--- src/rtl/reg_access_seq_pkg.sv ---
// Shared types for the register access sequencer.
// FSM state encodings and default geometry.
package reg_access_seq_pkg;

    localparam int DEF_WIDTH = 32;
    localparam int DEF_SIZE  = 32;
    localparam int DEF_IDXW  = 5;

    typedef enum logic [1:0] {
        S_IDLE  = 2'd0,
        S_READ  = 2'd1,
        S_EXEC  = 2'd2,
        S_WRITE = 2'd3
    } seq_state_t;

endpackage

--- src/rtl/reg_access_seq_if.sv ---
// Request and execution handshakes of the sequencer.
// slave = sequencer side, master = decode/ALU side.
interface reg_access_seq_if #(
    parameter int WIDTH = 32,
    parameter int IDXW  = 5
);
    logic             req_valid;
    logic             req_ready;
    logic [IDXW-1:0]  rs1;
    logic [IDXW-1:0]  rs2;
    logic [IDXW-1:0]  rd;
    logic             wb_en;
    logic [WIDTH-1:0] op_a;
    logic [WIDTH-1:0] op_b;
    logic             op_valid;
    logic             res_valid;
    logic [WIDTH-1:0] res_data;

    modport slave (
        input  req_valid, rs1, rs2, rd, wb_en,
        input  res_valid, res_data,
        output req_ready, op_a, op_b, op_valid
    );

    modport master (
        output req_valid, rs1, rs2, rd, wb_en,
        output res_valid, res_data,
        input  req_ready, op_a, op_b, op_valid
    );

endinterface

--- src/rtl/reg_access_seq_onehot_dec.sv ---
// Register index to one-hot select decoder.
// Out-of-range indices give an all-zero select.
module onehot_dec #(
    parameter int IDXW  = 5,
    parameter int WIDTH = 32,
    parameter int SIZE  = 32
) (
    input  logic             en,
    input  logic [IDXW-1:0]  idx,
    output logic             ok,
    output logic [WIDTH-1:0] sel
);

    assign ok = 32'(idx) < $unsigned(SIZE);

    // Set the single bit matching idx; bits at or above SIZE stay zero
    always_comb begin
        sel = '0;
        for (int i = 0; i < SIZE; i++) begin
            if (en && idx == IDXW'(i)) begin
                sel[i] = 1'b1;
            end
        end
    end

endmodule

--- src/rtl/reg_access_seq.sv ---
// Sequencer for one register-to-register operation:
// read two operands, hand them to the ALU, write back.
import reg_access_seq_pkg::*;

module reg_access_seq #(
    parameter int WIDTH = DEF_WIDTH,
    parameter int SIZE  = DEF_SIZE,
    parameter int IDXW  = DEF_IDXW
) (
    input  logic             clk,
    input  logic             reset,
    reg_access_seq_if.slave  ifc,
    input  logic [WIDTH-1:0] bus_a,
    input  logic [WIDTH-1:0] bus_b,
    output logic [WIDTH-1:0] selectR,
    output logic [WIDTH-1:0] selectR2,
    output logic [WIDTH-1:0] selectW,
    output logic             wr_en,
    output logic [WIDTH-1:0] wr_data,
    output logic             idx_err
);

    seq_state_t       state;
    seq_state_t       state_nxt;
    logic [IDXW-1:0]  rs1_q;
    logic [IDXW-1:0]  rs2_q;
    logic [IDXW-1:0]  rd_q;
    logic             wb_en_q;
    logic [WIDTH-1:0] op_a_q;
    logic [WIDTH-1:0] op_b_q;
    logic [WIDTH-1:0] wr_data_q;
    logic             idx_err_q;
    logic             rs1_ok;
    logic             rs2_ok;
    logic             rd_ok;
    logic             do_wb;

    onehot_dec #(
        .IDXW  (IDXW),
        .WIDTH (WIDTH),
        .SIZE  (SIZE)
    ) u_dec_rs1 (
        .en  (state == S_READ),
        .idx (rs1_q),
        .ok  (rs1_ok),
        .sel (selectR)
    );

    onehot_dec #(
        .IDXW  (IDXW),
        .WIDTH (WIDTH),
        .SIZE  (SIZE)
    ) u_dec_rs2 (
        .en  (state == S_READ),
        .idx (rs2_q),
        .ok  (rs2_ok),
        .sel (selectR2)
    );

    onehot_dec #(
        .IDXW  (IDXW),
        .WIDTH (WIDTH),
        .SIZE  (SIZE)
    ) u_dec_rd (
        .en  (state == S_WRITE),
        .idx (rd_q),
        .ok  (rd_ok),
        .sel (selectW)
    );

    // r0 is never written and out-of-range rd skips the write port
    assign do_wb = wb_en_q && (rd_q != '0) && rd_ok;

    assign ifc.op_a = op_a_q;
    assign ifc.op_b = op_b_q;
    assign wr_data  = wr_data_q;
    assign idx_err  = idx_err_q;

    // State register; reset aborts any operation in flight
    always_ff @(posedge clk) begin
        if (!reset) begin
            state <= S_IDLE;
        end else begin
            state <= state_nxt;
        end
    end

    // Next-state logic
    always_comb begin
        state_nxt = state;
        unique case (state)
            S_IDLE: begin
                if (ifc.req_valid) begin
                    state_nxt = S_READ;
                end
            end
            S_READ: begin
                state_nxt = S_EXEC;
            end
            S_EXEC: begin
                if (ifc.res_valid) begin
                    state_nxt = do_wb ? S_WRITE : S_IDLE;
                end
            end
            S_WRITE: begin
                state_nxt = S_IDLE;
            end
            default: begin
                state_nxt = S_IDLE;
            end
        endcase
    end

    // Handshake and write-enable outputs decoded from state
    always_comb begin
        ifc.req_ready = 1'b0;
        ifc.op_valid  = 1'b0;
        wr_en         = 1'b0;
        unique case (state)
            S_IDLE:  ifc.req_ready = 1'b1;
            S_EXEC:  ifc.op_valid  = 1'b1;
            S_WRITE: wr_en         = 1'b1;
            default: ;
        endcase
    end

    // Request latch, operand capture, result capture and error flag
    always_ff @(posedge clk) begin
        if (!reset) begin
            rs1_q     <= '0;
            rs2_q     <= '0;
            rd_q      <= '0;
            wb_en_q   <= 1'b0;
            op_a_q    <= '0;
            op_b_q    <= '0;
            wr_data_q <= '0;
            idx_err_q <= 1'b0;
        end else begin
            if (state == S_IDLE && ifc.req_valid) begin
                rs1_q     <= ifc.rs1;
                rs2_q     <= ifc.rs2;
                rd_q      <= ifc.rd;
                wb_en_q   <= ifc.wb_en;
                idx_err_q <= 1'b0;
            end
            if (state == S_READ) begin
                op_a_q    <= rs1_ok ? bus_a : '0;
                op_b_q    <= rs2_ok ? bus_b : '0;
                idx_err_q <= !(rs1_ok && rs2_ok && rd_ok);
            end
            if (state == S_EXEC && ifc.res_valid) begin
                wr_data_q <= ifc.res_data;
            end
        end
    end

endmodule

--- src/flat_wrapper.sv ---
// flat-port wrapper written by rule: the top's interface ports become plain ports
module reg_access_seq_flat 
#(
    parameter int WIDTH = DEF_WIDTH,
    parameter int SIZE  = DEF_SIZE,
    parameter int IDXW  = DEF_IDXW
)
  (clk, reset, bus_a, bus_b, selectR, selectR2, selectW, wr_en, wr_data, idx_err, ifc_req_valid, ifc_rs1, ifc_rs2, ifc_rd, ifc_wb_en, ifc_res_valid, ifc_res_data, ifc_req_ready, ifc_op_a, ifc_op_b, ifc_op_valid);
  reg_access_seq_if #(.WIDTH(WIDTH), .IDXW(IDXW)) ifc_i ();
  input  logic clk;
  input  logic reset;
  input  logic [WIDTH-1:0] bus_a;
  input  logic [WIDTH-1:0] bus_b;
  output logic [WIDTH-1:0] selectR;
  output logic [WIDTH-1:0] selectR2;
  output logic [WIDTH-1:0] selectW;
  output logic wr_en;
  output logic [WIDTH-1:0] wr_data;
  output logic idx_err;
  input wire logic [$bits(ifc_i.req_valid)-1:0] ifc_req_valid;
  input wire logic [$bits(ifc_i.rs1)-1:0] ifc_rs1;
  input wire logic [$bits(ifc_i.rs2)-1:0] ifc_rs2;
  input wire logic [$bits(ifc_i.rd)-1:0] ifc_rd;
  input wire logic [$bits(ifc_i.wb_en)-1:0] ifc_wb_en;
  input wire logic [$bits(ifc_i.res_valid)-1:0] ifc_res_valid;
  input wire logic [$bits(ifc_i.res_data)-1:0] ifc_res_data;
  output wire logic [$bits(ifc_i.req_ready)-1:0] ifc_req_ready;
  output wire logic [$bits(ifc_i.op_a)-1:0] ifc_op_a;
  output wire logic [$bits(ifc_i.op_b)-1:0] ifc_op_b;
  output wire logic [$bits(ifc_i.op_valid)-1:0] ifc_op_valid;
  assign ifc_i.req_valid = ifc_req_valid;
  assign ifc_i.rs1 = ifc_rs1;
  assign ifc_i.rs2 = ifc_rs2;
  assign ifc_i.rd = ifc_rd;
  assign ifc_i.wb_en = ifc_wb_en;
  assign ifc_i.res_valid = ifc_res_valid;
  assign ifc_i.res_data = ifc_res_data;
  assign ifc_req_ready = ifc_i.req_ready;
  assign ifc_op_a = ifc_i.op_a;
  assign ifc_op_b = ifc_i.op_b;
  assign ifc_op_valid = ifc_i.op_valid;
  reg_access_seq #(.WIDTH(WIDTH), .SIZE(SIZE), .IDXW(IDXW)) u_core (.clk(clk), .reset(reset), .ifc(ifc_i), .bus_a(bus_a), .bus_b(bus_b), .selectR(selectR), .selectR2(selectR2), .selectW(selectW), .wr_en(wr_en), .wr_data(wr_data), .idx_err(idx_err));
endmodule
--- config.mk ---
export PLATFORM = sky130hd
export DESIGN_NAME = reg_access_seq_flat
export DESIGN_NICKNAME = d
export VERILOG_FILES = /design/src/rtl/reg_access_seq_pkg.sv /design/src/rtl/reg_access_seq_if.sv /design/src/rtl/reg_access_seq_onehot_dec.sv /design/src/rtl/reg_access_seq.sv /design/src/flat_wrapper.sv
export SDC_FILE = /design/constraint.sdc
export NUM_CORES = 1
export LEC_CHECK = 0
export CAP_MARGIN = 25
export CORE_MARGIN = 2
export CORE_UTILIZATION = 37
export CTS_CLUSTER_DIAMETER = 120
export DETAILED_ROUTE_END_ITERATION = 12
export PLACE_DENSITY = 0.8
export SETUP_SLACK_MARGIN = 0.15
export SLEW_MARGIN = 0
export SYNTH_ARGS = -nofsm -noshare
export SYNTH_HDL_FRONTEND = slang
export SYNTH_SLANG_ARGS = --single-unit
--- constraint.sdc ---
create_clock -name clk -period 1.79 [get_ports clk]
set_clock_uncertainty 0.05 [all_clocks]
set_input_delay 0.2685 -clock clk [delete_from_list [all_inputs] [get_ports clk]]
set_output_delay 0.2685 -clock clk [all_outputs]
set_load 0.005 [all_outputs]
==> results_dict.tcl, run 1 <==
set metrics [dict create \
    cts-root-buf "clkbuf_16" \
    die_width_um 121 \
    grtUsageMet3 0.0959 \
    timing.final.crit_period_ns 2.12 \
    antennaDiodeCount 0 \
    syn_avg_cell_area_um2 7.86 \
    core_area_um2 13300 \
    synth-compound-area-share 0.144 \
    finalPower_w 0.00742 \
    place_congestion 0.892 \
    grt_start_max_net_pins 65 \
    power.density_nw_per_um2 733 \
    io_buffers 310 \
    worst_slew_pin_slew_ns 0.586 \
    grt_usage 0.240 \
    cp-end-kind "output pin" \
    finalHoldViolations 0 \
    overflow 0 \
    first_iter_violations 359 \
    syn_area_um2 5090 \
    numCtsBuffers 17 \
    num-nets-final 1155 \
    clk_pin_slew_ns 0.05 \
    synth-main-ff-cell "dfxtp_1" \
    synth_commonest_cells "nand2_1 (203), dfxtp_1 (114), nor2_1 (85), a21boi_1 (60), a21boi_0 (36)" \
    met1_usage 0.257 \
    synth.area.top_cells "dfxtp_1 (45%), nand2_1 (15%), a21boi_1 (8.9%)" \
    placementRows 42 \
    htree_levels 4 \
    worstPathMaxFanout 5 \
    worst-endpoint-required_ns 1.47 \
    synth_mux_area_frac 0.0315 \
    die_h_um 121 \
    setup_tns_ns -19.35 \
    grt_use_met2 0.423 \
    gr-max-usage-layer "met2" \
    syn_nets 763 \
    synth_cell_types 36 \
    r2r_cells 9 \
    cts_tree "yes" \
    holdPathStages 2 \
    clock_sinks 114 \
    status "finished with violations" \
    min_path_type "input port to flip-flop" \
    setup_viol 141 \
    layout-area-overhead-vs-synth_pct 99.0 \
    die-area_um2 14700 \
    ys_seq_area_frac 0.449 \
    io_pins 312 \
    violations "setup timing" \
    ys_seq_elements 114 \
    multi_input_area_um2 3180 \
    vias_per_cell 4.98 \
    max-slew-margin-rel 0.608 \
    firstDrtPassIters 4 \
    synthArstFlopShare 0 \
    rsz0062_at_grt "true" \
    synth-simple-area-share 0.316 \
    antenna_found_initial 0 \
    wl_mm 21.2 \
    place_area_um2 8500 \
    setup.worst_path.start_class "flip-flop" \
    fillerInstances 886 \
    clk_latency_ns 0.40 \
    yosysMostFrequentCell "nand2_1" \
    synth_fa_ha_area_frac 0 \
    start_util 0.381 \
    dpl.hpwl_mm 12.4 \
    fin_crit_sh 1.18 \
    register_area_um2 2300 \
    ant_nets 0 \
    drive_gt1_frac 0.360 \
    synth_top_area_share 0.449 \
    vdd_ir_drop_max_uv 807 \
    critical_path_class "flip-flop to output pin" \
    stdcell_area_um2 10100 \
    p_leak_nw 4.18 \
    final_util 0.758 \
    clockBufferDepth 2 \
    whs_ns 0.208 \
    synthXorXnorAreaFrac 0 \
    setup_slack_ns -0.330 \
    vias 6118 \
    synth-edff-count 0 \
    synth_top_family_by_area "simple AND/OR/NAND/NOR gates" \
    max_freq_ghz 0.472 \
    drv_slew 0 \
    ys_warn_count 0 \
    cap_violations 0 \
    yosys.area.top_type "dfxtp_1" \
    grt_pass1_vias 5567 \
    drc 0 \
    grt_pass1_wl_mm 27.8 \
    avgRoutedWirePerCell_um 17.2 \
    cp.arrival_ns 1.80 \
    synthCells 647 \
]
[metal layers]
metal  up-vias  wire length, um  part of all wire
met4         0              721             0.034
met1      2889             7490              0.35
met2       293            11200              0.53
met5         -                0                 0
li1       2874                -                 -
met3        62             1770             0.084
[logic make-up after synthesis]
group,after synthesis
AO/OA/AOI/OAI,98
buffers and inverters,51
multiplexers,16
AND/OR/NAND/NOR,367
flip-flops,114
other,1
[final cells by class]
type                            instances  share of cell area
Multi-Input combinational cell        482               0.314
Timing Repair Buffer                  424               0.378
Clock inverter                          9              0.0103
Clock buffer                           23              0.0482
Tap cell                              176              0.0218
Sequential cell                       114               0.227
[where the power goes]
part	leakage [nW]	total [W]	internal [W]	switching [W]
clock network	0.289	0.00333	0.00219	0.00114
logic	2.96	0.00134	0.000771	0.000570
registers	0.932	0.00275	0.00266	0.0000860
total	4.18	0.00742	0.00562	0.00180
[per-stage QoR]
step           cells  worst slack, ns
6_report        1228           -0.330
5_1_grt         1228           -0.407
4_1_cts         1207           -0.299
3_5_place_dp    1125           -0.246
3_3_place_gp    1125           -0.175
2_1_floorplan    647            0.300
[worst max-delay path, cell delays in order (launching register included)]
cell and delay (ns):
dfxtp_2 0.33, nand2b_4 0.16, or4_4 0.54, buf_6 0.15
nor3_4 0.09, buf_2 0.13
[sequential cells by signal, summed over array words and instances (netlist names)]
name	cells
u_core.ifc.op_a	32
u_core.ifc.op_b	32
u_core.wr_data	32
u_core.rd_q	5
u_core.rs1_q	5
u_core.rs2_q	5
u_core.state	2
u_core.wb_en_q	1
[placed cells by master, fill, tap and decap left out, types with 4 or more instances in the layout]
cell,count
buf_2,96
nor2_2,29
a21boi_2,13
nand2_4,14
buf_6,59
nand2_1,187
nor2_1,36
nor2b_1,17
mux2i_1,15
dfxtp_1,105
nor2_4,20
or3_4,4
nand3_4,8
nor3_2,11
clkbuf_16,21
a21boi_1,79
nand2b_1,7
dfxtp_2,6
a21boi_0,4
buf_12,5
buf_4,49
clkbuf_8,4
nand2b_4,6
clkinv_2,4
clkdlybuf4s50_1,205
[worst paths after layout]
kind	startpoint	endpoint	slack, ns
max	u_core.state[1]$_SDFFE_PN0P_	selectR[0]	-0.33
min	reset	u_core.ifc.op_b[15]$_SDFFE_PN0P_	0.21
max reg2reg	u_core.state[0]$_SDFFE_PN0P_	u_core.rs1_q[4]$_SDFFE_PN0P_	-0.10
min reg2reg	u_core.ifc.op_b[27]$_SDFFE_PN0P_	u_core.ifc.op_b[27]$_SDFFE_PN0P_	0.40
[repair_timing]
item	CTS	global route
buffers inserted	50	16
gates resized for setup	508	158
hold buffers	0	0
pin swaps	70	72
gates cloned	0	5
endpoints found under the setup margin	102	178
Power figures use the tool's default switching activity.
==> run 2, diff against run 1 <==
--- a/config.mk
+++ b/config.mk
@@ -5,7 +5,6 @@
 export SDC_FILE = /design/constraint.sdc
 export NUM_CORES = 1
 export LEC_CHECK = 0
-export CAP_MARGIN = 25
 export CORE_MARGIN = 2
 export CORE_UTILIZATION = 37
 export CTS_CLUSTER_DIAMETER = 120
==> results of run 2 <==
No change in the layout: final DEF, timing and power equal those of run 1.
